--- src/rtl/digdug_pkg.sv ---
// rtl/digdug_pkg.sv - shared types and defaults for the Dig Dug ROM download path
package digdug_pkg;

  // Loader sequencing: wait for download, take bytes, judge image, settle, release core.
  typedef enum logic [2:0] {
    IDLE  = 3'd0,
    LOAD  = 3'd1,
    CHECK = 3'd2,
    HOLD  = 3'd3,
    RUN   = 3'd4
  } loader_state_t;

  // Full Dig Dug ROM image as delivered by the HPS in one download.
  localparam int DIGDUG_ROM_BYTES = 65536;

  // Settle time the core stays in reset after a good image, in clk_sys cycles.
  localparam int DIGDUG_HOLD_CYC = 1024;

  // Core ROM write address width.
  localparam int DIGDUG_AW = 16;

endpackage

--- src/rtl/digdug_rom_loader_if.sv ---
// rtl/digdug_rom_loader_if.sv - ioctl download bus in, core ROM write port out
interface digdug_rom_loader_if #(
  parameter int AW = 16
) ();

  // HPS side: download window and per-byte strobe.
  logic          ioctl_download;
  logic          ioctl_wr;
  logic [24:0]   ioctl_addr;
  logic [7:0]    ioctl_dout;

  // Core side: ROMEN / ROMAD / ROMDT.
  logic          rom_we;
  logic [AW-1:0] rom_ad;
  logic [7:0]    rom_dt;

  // master drives the download and watches the ROM port (hps_io side / bench).
  modport master (
    output ioctl_download,
    output ioctl_wr,
    output ioctl_addr,
    output ioctl_dout,
    input  rom_we,
    input  rom_ad,
    input  rom_dt
  );

  // slave is the loader: consumes the download and produces ROM writes.
  modport slave (
    input  ioctl_download,
    input  ioctl_wr,
    input  ioctl_addr,
    input  ioctl_dout,
    output rom_we,
    output rom_ad,
    output rom_dt
  );

endinterface

--- src/rtl/digdug_rom_loader.sv ---
// rtl/digdug_rom_loader.sv - sequences ioctl ROM download into the core and gates core reset
module digdug_rom_loader
  import digdug_pkg::*;
#(
  parameter int ROM_BYTES = DIGDUG_ROM_BYTES,
  parameter int HOLD_CYC  = DIGDUG_HOLD_CYC,
  parameter int AW        = DIGDUG_AW
) (
  input  logic                      clk_sys,
  input  logic                      RESET,
  digdug_rom_loader_if.slave        bus,
  output logic                      core_reset,
  output logic                      load_ok,
  output logic                      load_err,
  output logic [7:0]                csum
);

  // Hold timer is sized for HOLD_CYC-1 down to 0; keep at least one bit.
  localparam int TW = (HOLD_CYC > 1) ? $clog2(HOLD_CYC) : 1;

  localparam logic [24:0] ROM_LIMIT  = 25'(ROM_BYTES);
  localparam logic [AW:0] CNT_FULL   = (AW+1)'(ROM_BYTES);
  localparam logic [TW-1:0] HOLD_TOP = TW'(HOLD_CYC - 1);

  loader_state_t state;
  loader_state_t state_next;

  logic [TW-1:0] timer;
  logic [AW:0]   cnt;
  logic          err_oor;

  logic          rom_we_q;
  logic [AW-1:0] rom_ad_q;
  logic [7:0]    rom_dt_q;
  logic [7:0]    csum_q;
  logic          load_ok_q;
  logic          load_err_q;

  logic          strobe;
  logic          take;
  logic          in_range;
  logic          load_entry;
  logic          image_good;
  logic [AW:0]   cnt_base;
  logic [7:0]    csum_base;

  // Byte acceptance and LOAD-entry bookkeeping, derived from current and next state.
  always_comb begin
    strobe     = bus.ioctl_download & bus.ioctl_wr;
    in_range   = (bus.ioctl_addr < ROM_LIMIT);
    load_entry = (state_next == LOAD) && (state != LOAD);
    // A strobe arriving on the entry cycle itself is part of the new image.
    take       = strobe && (state_next == LOAD);
    image_good = (cnt == CNT_FULL) && !err_oor;
    // On the entry cycle the running totals restart from zero before adding this byte.
    cnt_base   = load_entry ? '0 : cnt;
    csum_base  = load_entry ? 8'h00 : csum_q;
  end

  // Next-state logic and the combinational core reset.
  always_comb begin
    state_next = state;
    core_reset = 1'b1;
    case (state)
      IDLE: begin
        if (bus.ioctl_download) state_next = LOAD;
      end
      LOAD: begin
        if (!bus.ioctl_download) state_next = CHECK;
      end
      CHECK: begin
        state_next = image_good ? HOLD : IDLE;
      end
      HOLD: begin
        if (bus.ioctl_download)  state_next = LOAD;
        else if (timer == '0)    state_next = RUN;
      end
      RUN: begin
        if (bus.ioctl_download)  state_next = LOAD;
      end
      default: state_next = IDLE;
    endcase
    // Core runs only while settled in RUN; a new download re-asserts reset in the same cycle.
    core_reset = !((state == RUN) && (state_next == RUN));
  end

  // State register.
  always_ff @(posedge clk_sys) begin
    if (RESET) state <= IDLE;
    else       state <= state_next;
  end

  // Settle timer: loaded while judging the image, counts down through HOLD.
  always_ff @(posedge clk_sys) begin
    if (RESET) begin
      timer <= '0;
    end else if (state == CHECK) begin
      timer <= HOLD_TOP;
    end else if ((state == HOLD) && (timer != '0)) begin
      timer <= timer - 1'b1;
    end
  end

  // Byte path: register each accepted byte, pulse the ROM write, keep count/checksum/status.
  always_ff @(posedge clk_sys) begin
    if (RESET) begin
      rom_we_q   <= 1'b0;
      rom_ad_q   <= '0;
      rom_dt_q   <= 8'h00;
      cnt        <= '0;
      csum_q     <= 8'h00;
      err_oor    <= 1'b0;
      load_ok_q  <= 1'b0;
      load_err_q <= 1'b0;
    end else begin
      rom_we_q <= 1'b0;
      if (load_entry) begin
        cnt        <= '0;
        csum_q     <= 8'h00;
        err_oor    <= 1'b0;
        load_ok_q  <= 1'b0;
        load_err_q <= 1'b0;
      end
      if (take) begin
        rom_ad_q <= bus.ioctl_addr[AW-1:0];
        rom_dt_q <= bus.ioctl_dout;
        if (in_range) begin
          rom_we_q <= 1'b1;
          // Saturate so a runaway download can never wrap back onto a valid count.
          if (cnt_base != '1) cnt <= cnt_base + 1'b1;
          else                cnt <= cnt_base;
          csum_q <= csum_base + bus.ioctl_dout;
        end else begin
          err_oor <= 1'b1;
        end
      end
      if (state == CHECK) begin
        load_ok_q  <= image_good;
        load_err_q <= !image_good;
      end
    end
  end

  assign bus.rom_we = rom_we_q;
  assign bus.rom_ad = rom_ad_q;
  assign bus.rom_dt = rom_dt_q;
  assign csum       = csum_q;
  assign load_ok    = load_ok_q;
  assign load_err   = load_err_q;

endmodule
--- src/flat_wrapper.sv ---
// flat-port wrapper written by rule: the top's interface ports become plain ports
module digdug_rom_loader_flat import digdug_pkg::*;
#(
  parameter int ROM_BYTES = DIGDUG_ROM_BYTES,
  parameter int HOLD_CYC  = DIGDUG_HOLD_CYC,
  parameter int AW        = DIGDUG_AW
)
  (clk_sys, RESET, core_reset, load_ok, load_err, csum, bus_ioctl_download, bus_ioctl_wr, bus_ioctl_addr, bus_ioctl_dout, bus_rom_we, bus_rom_ad, bus_rom_dt);
  digdug_rom_loader_if #(.AW(AW)) bus_i ();
  input  logic clk_sys;
  input  logic RESET;
  output logic core_reset;
  output logic load_ok;
  output logic load_err;
  output logic [7:0] csum;
  input wire logic [$bits(bus_i.ioctl_download)-1:0] bus_ioctl_download;
  input wire logic [$bits(bus_i.ioctl_wr)-1:0] bus_ioctl_wr;
  input wire logic [$bits(bus_i.ioctl_addr)-1:0] bus_ioctl_addr;
  input wire logic [$bits(bus_i.ioctl_dout)-1:0] bus_ioctl_dout;
  output wire logic [$bits(bus_i.rom_we)-1:0] bus_rom_we;
  output wire logic [$bits(bus_i.rom_ad)-1:0] bus_rom_ad;
  output wire logic [$bits(bus_i.rom_dt)-1:0] bus_rom_dt;
  assign bus_i.ioctl_download = bus_ioctl_download;
  assign bus_i.ioctl_wr = bus_ioctl_wr;
  assign bus_i.ioctl_addr = bus_ioctl_addr;
  assign bus_i.ioctl_dout = bus_ioctl_dout;
  assign bus_rom_we = bus_i.rom_we;
  assign bus_rom_ad = bus_i.rom_ad;
  assign bus_rom_dt = bus_i.rom_dt;
  digdug_rom_loader #(.ROM_BYTES(ROM_BYTES), .HOLD_CYC(HOLD_CYC), .AW(AW)) u_core (.clk_sys(clk_sys), .RESET(RESET), .bus(bus_i), .core_reset(core_reset), .load_ok(load_ok), .load_err(load_err), .csum(csum));
endmodule
--- config.mk ---
export PLATFORM = sky130hd
export DESIGN_NAME = digdug_rom_loader_flat
export DESIGN_NICKNAME = d
export VERILOG_FILES = /design/src/rtl/digdug_pkg.sv /design/src/rtl/digdug_rom_loader_if.sv /design/src/rtl/digdug_rom_loader.sv /design/src/flat_wrapper.sv
export SDC_FILE = /design/constraint.sdc
export NUM_CORES = 1
export LEC_CHECK = 0
export BUFFER_PORTS_ARGS = -buffer_cell sky130_fd_sc_hd__buf_2
export CAP_MARGIN = 20
export CORE_AREA = 3 3 118 120
export DETAILED_ROUTE_END_ITERATION = 12
export DIE_AREA = 0 0 121 123
export PLACE_DENSITY = 0.47
export SKIP_CTS_REPAIR_TIMING = 1
export SLEW_MARGIN = 30
export SYNTH_ARGS = -nofsm -noshare
export SYNTH_HDL_FRONTEND = slang
export SYNTH_SLANG_ARGS = --single-unit
--- constraint.sdc ---
create_clock -name clk_sys -period 6.2 [get_ports clk_sys]
set_input_delay 1.24 -clock clk_sys [delete_from_list [all_inputs] [get_ports clk_sys]]
set_output_delay 1.24 -clock clk_sys [all_outputs]
set_load 0.05 [all_outputs]
==> metrics.txt <==
Min-Delay Path Depth 2; setup_tns 0 ns; # diodes 0; Util after Layout 31.4%; router iterations before antenna repair 4; first-pass GRT wire length 13,600 µm; FFs w/ async S/R, synth 0%; measured slew at the worst slew-check pin 0.908 ns; Worst R2R Setup Slack 3.36 ns; Max Fclk 0.314 GHz; Core Area 13,100 µm²; Ys Warns 0; GRT Util Overall 11.5%; Area Growth Syn to Fin 28.3%; endpoints failing setup 0; drt drc 0; most numerous cell on the critical path a21oi_1; fin nets 495; worst path cell trace buf_2 -> o21ai_2 -> buf_4 -> nand2_1 -> inv_1 -> ha_1 -> a21o_1 -> a41o_1 -> a21oi_1 -> a21oi_1 -> mux2i_1 -> mux2_1; peak supply drop 126 µV; DRT iter0 DRCs 183; R2R Path End u_core.csum[7]$_SDFF_PP0_; quantity of I/O buffers inserted on ports 72; clock sinks 66; crit path DAT 3.40 ns; critical path peak fanout 24; worst hold path class reg2reg; FILL cells 1,381; hold_sp u_core.bus.rom_dt[7]$_SDFFE_PP0P_; final hold slack 0.451 ns; Clock Latency Late Sink 0.33 ns; DP HPWL 5900 µm; Top Family by Delay on Critical Path compound AO/OA/AOI/OAI gates; Die X 121 µm; post-synthesis cell count 379; Syn Nets 426; CTS root buf clkbuf_16; drt total wl 8270 µm; Distinct cells, synth 58; post-route clock skew 0.00937 ns; CTS tree built; Ports 73; Post-synth EDFFs 0; R2R cell count 12; total CTS buffers 9; Post-Layout Inst Area 4110 µm²; vias per cell 4.51; cell area after synthesis 3200 µm²; vias in the first global route 2,722; die span in y 123 µm; Leak 1.70 nW; share of cells above drive strength 1 23.6%; antenna violations before repair 0; number of max-cap violations 0; final hold violation count 0; remaining antenna violation count 0; status finished clean; nature of the critical path endpoint flop; Max clock buf depth 2; die area 14,900 µm²; fin crit share 51.4%; Seq cells post-synth 66; critical path's slowest cell mux2_1; post-layout min period 3.19 ns; Site Rows 42; critical path type in2reg; Worst Setup Start Kind primary input; initial core utilization 24.5%; Area after DPL 3730 µm²; Placed Cells 613; clock transition at the registers of the reported paths 0.06 ns; post-synthesis sequential area ratio 41.3%; largest net degree at the start of global routing 36; Worst Hold End u_core.bus.rom_dt[7]$_SDFFE_PP0P_; total global routing overflow 0; Max-slew headroom 39.5%; Worst R2R Start u_core.state[1]$_SDFF_PP0_; Critical path buffers and inverters 3; vias 2,837; Slowest Stage Delay on Critical Path 0.32 ns; power per cell area 291 nW/µm²; Placer Congestion 0.796; Most used DFF post-synth dfxtp_1; routed len/inst 13.2 µm; H-tree Lvls 3; CP required 6.42 ns; Post-Syn Area per Cell 8.45 µm²; RSZ-0062 raised after global routing no; non-filler instance count after layout 629; fin. max-slew vios 0
## cell families after synthesis
family | after synthesis | share of synthesized area [%]
mux | 3 | 0.977
xor+xnor | 27 | 7.39
buf+inv | 22 | 2.70
compound gates | 74 | 14.3
fa+ha+maj | 10 | 4.14
simple gates | 177 | 29.2
flops | 66 | 41.3
## worst register-to-register path, stage by stage (launching register included)
cell,delay (ns)
dfxtp_1,0.42
and3b_2,0.32
o21ai_2,0.07
buf_4,0.21
nand2_1,0.14
inv_1,0.07
ha_1,0.27
a21o_1,0.19
a41o_1,0.23
a21oi_1,0.19
a21oi_1,0.13
mux2i_1,0.17
mux2_1,0.32
## area by class of cell
type                       instances  area (µm²)  share of cell area, %
multi-input combinational        291        1790                   43.7
inverter                           6        22.5                  0.548
clock inverter                     6         136                   3.32
timing repair buffer              74         375                   9.14
clock buffer                      10         239                   5.82
sequential                        66        1320                   32.2
tap                              176         220                   5.36
## power by group
part | internal [mW] | leakage [nW] | total, mW | switching (mW)
Combinational | 0.0337 | 0.985 | 0.110 | 0.0764
Sequential | 0.436 | 0.535 | 0.444 | 0.00796
Clock | 0.446 | 0.179 | 0.642 | 0.196
Total | 0.916 | 1.70 | 1.20 | 0.280
## per-layer routing
layer  up-vias  share of wire (%)  global-route usage [%]
met3         4                4.2                    3.29
met4         0               0.59                    4.04
met2        46                 47                    17.7
met1      1339                 48                    15.5
met5         -                  0                       0
li1       1448                  -                       -
## state kept, by name, summed over array words and instances (netlist names)
name / flops
u_core.csum: 8
u_core.load_ok: 1
u_core.bus.rom_dt: 8
u_core.bus.rom_we: 1
u_core.state: 3
u_core.bus.rom_ad: 16
u_core.cnt: 17
u_core.timer: 10
u_core.err_oor: 1
u_core.load_err: 1
## worst max path at each step
stage / from / end / depth (start not counted)
2_1_floorplan: bus_ioctl_download / u_core.csum[7]$_SDFF_PP0_ / 11
3_3_place_gp: bus_ioctl_download / u_core.csum[7]$_SDFF_PP0_ / 12
3_5_place_dp: bus_ioctl_download / u_core.csum[7]$_SDFF_PP0_ / 12
4_1_cts: bus_ioctl_download / u_core.csum[7]$_SDFF_PP0_ / 12
5_1_grt: bus_ioctl_download / u_core.csum[7]$_SDFF_PP0_ / 12
6_report: bus_ioctl_download / u_core.csum[7]$_SDFF_PP0_ / 12
## layout by cell type (no fill, tap or decap), types with 5 or more instances in the layout
cell       count
nand2_1       75
buf_2         72
dfxtp_1       66
a21oi_1       47
nor2_1        31
xnor2_1       15
xor2_1        12
and2_1        11
nand3_1       10
ha_1           9
clkbuf_16      9
nand4_1        7
inv_1          6
a31oi_1        5
## stage by stage
step | power [mW] | setup slack, ns
2_1_floorplan | 0.529 | 2.98
3_3_place_gp | 0.564 | 2.71
3_5_place_dp | 0.565 | 2.66
4_1_cts | 1.21 | 3.00
5_1_grt | 1.24 | 2.80
6_report | 1.20 | 3.01
## cell usage after synthesis (all sizes together) (2+ instances only)
cell type / n / area share [%]
nor3: 7 / 1.9
a211oi: 2 / 0.47
and3: 4 / 0.78
or3: 3 / 0.63
and2: 11 / 2.1
a22oi: 2 / 0.47
inv: 6 / 0.70
o211ai: 2 / 0.90
nor2: 32 / 4.0
a21oi: 47 / 7.3
nand2b: 3 / 0.59
or4: 2 / 0.59
nand2: 76 / 9.1
nand3: 10 / 1.6
xor2: 12 / 3.3
dfxtp: 66 / 41
buf: 4 / 0.59
nand4: 7 / 1.4
o21ai: 5 / 0.90
xnor2: 15 / 4.1
nor2b: 2 / 0.39
ha: 9 / 3.5
mux2i: 2 / 0.63
nor4: 6 / 1.6
a31oi: 5 / 0.98
a21o: 3 / 0.70
and4: 4 / 1.1
or4b: 2 / 0.63
clkbuf: 12 / 1.4
No activity file was read; power rests on OpenSTA's default activity.
